## config.mk

```make
export PLATFORM = sky130hd
export DESIGN_NAME = logic_gate_unit
export DESIGN_NICKNAME = d
export VERILOG_FILES = /design/src/rtl/lgu_pkg.sv /design/src/rtl/lgu_reduce.sv /design/src/rtl/logic_gate_unit.sv
export SDC_FILE = /design/constraint.sdc
export NUM_CORES = 1
export LEC_CHECK = 0
export ABC_CLOCK_PERIOD_IN_PS = 2700
export CAP_MARGIN = 10
export CORE_MARGIN = 1
export CORE_UTILIZATION = 31
export DETAILED_ROUTE_END_ITERATION = 10
export GPL_TIMING_DRIVEN = 0
export HOLD_SLACK_MARGIN = 0.06
export MAX_ROUTING_LAYER = met4
export PLACE_DENSITY_LB_ADDON = 0.15
export SLEW_MARGIN = 10
export SYNTH_ARGS = -nofsm -noshare
export SYNTH_HDL_FRONTEND = slang
export SYNTH_SLANG_ARGS = --single-unit
```

## constraint.sdc

```tcl
create_clock -name clk -period 2.7 [get_ports clk]
set_input_delay 0.54 -clock clk [delete_from_list [all_inputs] [get_ports clk]]
set_output_delay 0.54 -clock clk [all_outputs]
set_load 0.03 [all_outputs]
```

## src/rtl/lgu_pkg.sv

```systemverilog
// Shared opcode encoding for the logic gate unit and its reduction datapath.
package lgu_pkg;

    localparam int OP_W = 3;

    typedef enum logic [OP_W-1:0] {
        OP_AND  = 3'b000,
        OP_OR   = 3'b001,
        OP_XOR  = 3'b010,
        OP_NAND = 3'b011,
        OP_NOR  = 3'b100,
        OP_XNOR = 3'b101,
        OP_BUF  = 3'b110,
        OP_NOT  = 3'b111
    } op_e;

endpackage

```

## src/rtl/lgu_reduce.sv

```systemverilog
// Combinational N-operand bitwise reduction selected by op; no state.
module lgu_reduce
    import lgu_pkg::*;
#(
    parameter int W = 8,
    parameter int N = 2
) (
    input  logic [N*W-1:0]  a_bus,
    input  logic [OP_W-1:0] op,
    output logic [W-1:0]    result
);

    logic [W-1:0] and_r;
    logic [W-1:0] or_r;
    logic [W-1:0] xor_r;

    // NOTE: every signal written here gets a default first, so no path can infer a latch.
    always_comb begin
        and_r = '1;
        or_r  = '0;
        xor_r = '0;
        for (int k = 0; k < N; k++) begin
            and_r &= a_bus[k*W +: W];
            or_r  |= a_bus[k*W +: W];
            xor_r ^= a_bus[k*W +: W];
        end
    end

    // Inverted ops invert the full N-input reduction, not a chain of 2-input gates.
    always_comb begin
        result = '0;
        case (op_e'(op))
            OP_AND:  result = and_r;
            OP_OR:   result = or_r;
            OP_XOR:  result = xor_r;
            OP_NAND: result = ~and_r;
            OP_NOR:  result = ~or_r;
            OP_XNOR: result = ~xor_r;
            OP_BUF:  result = a_bus[W-1:0];
            OP_NOT:  result = ~a_bus[W-1:0];
            default: result = '0;
        endcase
    end

endmodule

```

## src/rtl/logic_gate_unit.sv

```systemverilog
// One-deep registered logic unit with valid/ready handshake and saturating delivery counter.
// Optional macro LGU_PARITY_EN adds y_par, the registered XOR of all bits of y.
module logic_gate_unit
    import lgu_pkg::*;
#(
    parameter int W     = 8,
    parameter int N     = 2,
    parameter int CNT_W = 16
) (
    input  logic             clk,
    input  logic             rst_n,
    input  logic             in_valid,
    output logic             in_ready,
    input  logic [OP_W-1:0]  op,
    input  logic [N*W-1:0]   a_bus,
    output logic             out_valid,
    input  logic             out_ready,
    output logic [W-1:0]     y,
    output logic [CNT_W-1:0] op_count
`ifdef LGU_PARITY_EN
    ,
    output logic             y_par
`endif
);

    logic         accept;
    logic         deliver;
    logic [W-1:0] result;

    // The output register can take a new result in the same cycle its old one leaves.
    assign in_ready = !out_valid || out_ready;
    assign accept   = in_valid && in_ready;
    assign deliver  = out_valid && out_ready;

    lgu_reduce #(
        .W (W),
        .N (N)
    ) u_reduce (
        .a_bus  (a_bus),
        .op     (op),
        .result (result)
    );

    // NOTE: sequential state uses non-blocking assignments so all registers update from pre-edge values.
    always_ff @(posedge clk or negedge rst_n) begin
        if (!rst_n) begin
            out_valid <= 1'b0;
            y         <= '0;
        end else if (accept) begin
            out_valid <= 1'b1;
            y         <= result;
        end else if (deliver) begin
            out_valid <= 1'b0;
        end
    end

    always_ff @(posedge clk or negedge rst_n) begin
        if (!rst_n) begin
            op_count <= '0;
        end else if (deliver && (op_count != '1)) begin
            op_count <= op_count + CNT_W'(1);
        end
    end

`ifdef LGU_PARITY_EN
    always_ff @(posedge clk or negedge rst_n) begin
        if (!rst_n) begin
            y_par <= 1'b0;
        end else if (accept) begin
            y_par <= ^result;
        end
    end
`endif

endmodule

```

### After elaboration in Yosys (flattened, before gate mapping)

Index checks and enable logic that the tools add are counted.
Widths: inputs -> output; s select.

* add/subtract/negate cells: 1
* equality and inequality tests: 8
* muxes and demuxes: 3
* bitwise operators: 7
* reduce and logical (&&, ||, !) cells: 7

Operators by type and width (count)
* $pmux 8 s8: 1
* $not 8->8: 4
* $add 16x1->16 const B: 1
* $ne 16x16->1 const B: 1
* $eq 3x3->1 const B: 4
* $and 8x8->8: 1
* $or 8x8->8: 1
* $xor 8x8->8: 1
* $eq 3x2->1 const B: 2
* $eq 3x1->1 const B: 1
* $logic_and 1x1->1: 3
* $logic_not 3->1: 1
* $mux 1: 2
* $reduce_bool 2->1: 1
* $logic_not 1->1: 1
* $logic_or 1x1->1: 1

* register bits: 25
* input port bits: 23
* output and inout port bits: 26
* logic and storage cells: 29

### Depth between registers and ports, before layout

* depth in word-level cells: 4
* gate-level depth with buffers: 6
* gate-level depth less buffers: 6

### By module

From an unflattened synthesis, not the netlist that was laid out.

* cell total of the unflattened synthesis: 220
* area, all modules: 2079.5 um2

By module, submodules not included
* logic_gate_unit: instances 1, cells an instance 95, area each 1179.9 um2, seq. area each 625.6 um2
* lgu_reduce: instances 1, cells an instance 125, area each 899.6 um2, seq. area each 0.0 um2

### Worst setup path after synthesis

Ideal clock, no wire load.

* path kind: reg2reg
* start point: reg op_count[0]
* end point: reg op_count[1]
* setup time: 0.125 ns
* data arrival time: 1.654 ns
* required time: 2.575 ns
* path slack: 0.921 ns
* cell stages (with the launch flop): 7
* buffers on the path: 1
* clock period less this slack: 1.779 ns
* cells stage by stage: dfrtp_1 -> ha_1 -> nand4_1 -> and4bb_1 -> buf_6 -> nor2_4 -> mux2_4

* cells in the longest elaborated chain, start to end: 2
* elaborated cells between the ends (all ways): 3
* classes of those cells: add/sub: 1; eq/ne: 1; reduce/logical: 1

Ends and longest elaborated chain
* from (decl): line logic_gate_unit.sv:19 `output logic [CNT_W-1:0] op_count`
* from (signal assigned): line logic_gate_unit.sv:61 `op_count <= op_count + CNT_W'(1);`
* branches (longest 2 deep; another with $add 16x1->16)

Several ways; the timed one is not identified.
A chain may end at the register's enable or synchronous reset.

### Worst setup path after layout

* start point: in out_ready
* end point: out in_ready

* cells in the longest elaborated chain, start to end: 1

Ends and longest elaborated chain
* from (decl): line logic_gate_unit.sv:17 `input logic out_ready,`
* $logic_or 1x1->1: line logic_gate_unit.sv:31 `assign in_ready = !out_valid || out_ready;`
* to (decl): line logic_gate_unit.sv:13 `output logic in_ready,`

Every way passes these cells.

==> results list <==
- The floorplan step defined a die boundary enclosing ~0.0066 mm².
* Final cycle utilization of the critical path: between 90 and 100%
- The synthesized netlist devotes between 10% and 20% of its cell area to compound gates.
- The mapped netlist covers a little under 0.002 mm².
* DP Area: between 0.002 and 0.003 mm²
- For this block, the routed nets add up to 4750 µm of wire.
- Clock period minus final worst setup slack: 2.51 ns
- The analysis attributes to cell leakage a power of 1.13 nW.
- Each instance of the synthesized netlist takes up on average just over 9 µm².
- Yosys mapped a number of flops with a built-in enable equal to 0.
* Most common cell type on the critical path: sky130_fd_sc_hd__clkdlybuf4s50_1
- Post-Synthesis Net Count: about 250
- In the final routed layout, each cell accounts on average for 14.1 µm.
* Adder and majority cell fraction of the synthesized area: about 11%
- Count of final hold-check violations: 0
* Main area contributors after synthesis: sky130_fd_sc_hd__dfrtp_1, sky130_fd_sc_hd__ha_1, sky130_fd_sc_hd__xor2_1, sky130_fd_sc_hd__inv_1, sky130_fd_sc_hd__o32ai_1
- Instance count after placement with tap cells included: around 330
* Result of the run: finished clean
- Share of cell area taken by muxes after synthesis: roughly 1.9%
- Final clock skew: 0.00984 ns
* Power Dens Cells: 503 mW/mm²
- Total Negative Setup Slacks: 0 ns
- Final weighted congestion in routability-driven placement: 0.823
- Of the total synthesized cell area, the portion taken by AND, OR, NAND and NOR gates is between 20% and 30%.
- CTS tree: done
- Register bit total from synthesis: 25
* Number of standard cells in the final layout excluding fillers: between 300 and 400
- The initial antenna violation count is 0.
- IR drop worst, VDD: 0.437 mV
* Endpoint type of the worst setup path: primary output
- Number of detailed-routing iterations run before antenna repair: 4
* Number of DRC violations after detailed-routing iteration 0: 112
* Slowest cell on the critical path: sky130_fd_sc_hd__clkdlybuf4s50_1
- Pre-CTS setup slack: around 0.20 ns
* Antenna Diode Count: 0
* Half-perimeter wire length after detailed placement: around 3700 µm
- Number of global-route vias before repair: 1,524
- Entering global routing, the biggest net connects 26 pins.
- Die width: around 80 µm
- Number of cells produced by synthesis: 213
- Xor and xnor area share after synthesis: 8.96%
* Routed via count: 1,722
* Top-Level Pins: 49
- Max-capacitance violation count: 0
* Sequential-to-total area share from yosys stat: 32.0%
- In the final design database the tool counted 304 nets.
* Worst slew pin tran: 0.578 ns
* Die boundary height: 81.4 µm
- Worst rel slew slack: 61.5%
- WP data arrival: a little under 2 ns
- Maximum fanout along the worst path: 5
- TritonCTS Buffers: 3
- Slack of the critical path: between 0.15 and 0.2 ns
* Sink Count: 25
- Once detail routing completed, the nets flagged for antenna violations numbered 0.
- Final number of setup-violating endpoints: 0
- The worst setup path is launched from a primary input.
- By area, the combinational part of the netlist is dominated by simple AND/OR/NAND/NOR gates.
* Floorplan core area: ~0.006 mm²
- In this run, post-CTS repair resized a total of 0 instances.
- Category of cells accounting for the largest share of critical-path delay: buffers and inverters
- Slew Viols, Final: 0
* Class of the tightest hold or removal check: primary input to async pin
- In this run the tool buffered the top-level ports with 46 buffer cells.
- Flip-flop cell with the highest count after synthesis: sky130_fd_sc_hd__dfrtp_1
- Yosys warnings: 0
- Cell taking the most area after synthesis: sky130_fd_sc_hd__dfrtp_1
- In the routed layout, each cell is associated on average with a via count of slightly above 5.
- Clk root buf: sky130_fd_sc_hd__clkbuf_8
- Initial Util: about a third
- Based on the critical path, the design can be clocked at up to 399 MHz.
- Post-route cell area: between 0.002 and 0.003 mm²
* Wire length of the first global-routing pass: 7580 µm
* Fraction of registers with async set/reset: between 90% and 100%
- Clock-pin slew was measured on the worst setup and hold paths at 0.10 ns.
- Fraction of layout cells with a size suffix above 1: under 10%
- Count of distinct cell types in the synthesized netlist: 44
- Power, Total: around 1.3 mW
* Post-CTS Setup Inserts: 0
* Number of remaining DRC errors: 0
- For the worst setup path, the data required time is roughly 2.2 ns.
- In this run the core area contains 28 standard-cell rows.
- The clock passes through at most 2 buffers.
* List of cells traversed by the critical path: clkdlybuf4s50_1 -> nand2b_1 -> clkdlybuf4s50_1
* Total routing usage reported by global routing: between 10% and 20%
- Hold repair after CTS inserted 0 buffers.
* Top-area cell type share of the netlist area: about a third
- The worst setup path is of the primary input to primary output kind.
* RSZ-0062 raised after global routing: no
- Worst stage delay on the critical path: around 0.69 ns
- Count of buffer and inverter cells on the critical path: 2
- The total overflow left after global routing is 0.
- The area growth from synthesis to layout is 30.6%.
- H-tree lvl count: 1
* Later-pin clock latency in the skew report: around 0.27 ns
-- routing by layer --
layer  routed length, µm  vias up  part of all wire, %  track usage, %
met5                   0        -                    0               -
met4                  34        0                 0.72            3.21
met3                 105        2                  2.2            2.02
met2                2090       23                   44            21.5
met1                2520      822                   53            23.2
li1                    -      875                    -               -
-- final timing paths --
check | startpoint | end | slack, ns | depth (start not counted)
setup reg to reg | op_count[0] | op_count[1] | 0.99 | 6
setup / recovery | out_ready | in_ready | 0.19 | 3
min in group clk | y[2] | y[2] | 0.49 | 2
hold reg to reg | y[2] | y[2] | 0.49 | 2
max in group asynchronous | rst_n | y[1] | 2.06 | 1
hold / removal | rst_n | op_count[11] | 0.25 | 1
-- cells in the final DEF, fill, tap and decap left out, types with 2 or more instances in the layout --
cell and instances:
sky130_fd_sc_hd__clkbuf_1 2, sky130_fd_sc_hd__a2111oi_0 2, sky130_fd_sc_hd__a211oi_1 9, sky130_fd_sc_hd__buf_2 4, sky130_fd_sc_hd__clkbuf_8 3, sky130_fd_sc_hd__clkdlybuf4s50_1 45
sky130_fd_sc_hd__inv_1 21, sky130_fd_sc_hd__xor2_1 15, sky130_fd_sc_hd__buf_4 2, sky130_fd_sc_hd__nor2b_1 8, sky130_fd_sc_hd__nor3_1 6, sky130_fd_sc_hd__nand2b_1 7
sky130_fd_sc_hd__dfrtp_1 25, sky130_fd_sc_hd__ha_1 17, sky130_fd_sc_hd__a31oi_1 2, sky130_fd_sc_hd__xnor2_1 5, sky130_fd_sc_hd__nor3_2 3, sky130_fd_sc_hd__and3_1 2
sky130_fd_sc_hd__and4_1 2, sky130_fd_sc_hd__nand3_1 4, sky130_fd_sc_hd__o32ai_1 9, sky130_fd_sc_hd__o2bb2ai_1 3, sky130_fd_sc_hd__nand4_1 5, sky130_fd_sc_hd__o31ai_1 6
sky130_fd_sc_hd__nor2_1 12, sky130_fd_sc_hd__nor4_1 3, sky130_fd_sc_hd__a32o_1 3, sky130_fd_sc_hd__o21ai_0 2, sky130_fd_sc_hd__nand2_1 18
-- registers in the layout, indices dropped and copies added (netlist names) --
register   count
op_count      16
out_valid      1
y              8
-- synth_stat cells, drive strengths merged, types with 2 or more instances --
| library cell | instances |
|---|---|
| a32o | 3 |
| nor2 | 13 |
| dfrtp | 25 |
| nor4 | 4 |
| and4 | 3 |
| nor2b | 8 |
| mux2 | 2 |
| xor2 | 15 |
| a211oi | 9 |
| o21ai | 2 |
| nand3 | 5 |
| nand2 | 18 |
| o2bb2ai | 3 |
| o32ai | 9 |
| o31ai | 6 |
| nand2b | 7 |
| and3 | 2 |
| buf | 7 |
| a2111oi | 2 |
| nand4 | 5 |
| inv | 21 |
| clkbuf | 2 |
| a31oi | 2 |
| ha | 17 |
| xnor2 | 5 |
| nor3 | 9 |
-- power by group --
| group | switching, mW | total, mW | internal (mW) |
|---|---|---|---|
| Sequential | 0.0808 | 0.519 | 0.438 |
| Combinational | 0.295 | 0.536 | 0.240 |
| Clock | 0.125 | 0.230 | 0.105 |
-- worst register-to-register path: stages (launching register included) --
cell,delay (ns)
sky130_fd_sc_hd__dfrtp_1,0.41
sky130_fd_sc_hd__ha_1,0.22
sky130_fd_sc_hd__nand4_1,0.15
sky130_fd_sc_hd__and4bb_1,0.30
sky130_fd_sc_hd__buf_6,0.17
sky130_fd_sc_hd__nor2_4,0.05
sky130_fd_sc_hd__mux2_4,0.30
-- stage by stage --
step	hold slack [ns]	util, %
4_1_cts	0.501	42.7
3_5_place_dp	0.477	41.9
5_1_grt	0.292	42.6
3_3_place_gp	0.466	41.9
2_1_floorplan	0.244	-
6_report	0.255	42.6
-- area by class of cell --
class                           count  area [µm²]
Clock inverter                      1        7.51
Buffer                              9        52.6
Inverter                           21        78.8
Timing Repair Buffer               46         455
Tap cell                           75        93.8
Multi-Input combinational cell    158        1200
Fill cell                         626        3440
Sequential cell                    25         626
Clock buffer                        3        41.3
-- cell families after synthesis --
family | after synthesis
flip-flops | 25
AO/OA/AOI/OAI | 38
XOR/XNOR | 20
buffers and inverters | 30
adder cells (fa/ha/maj) | 17
AND/OR/NAND/NOR | 80
multiplexers | 3
(Power assumes the default switching activity.)
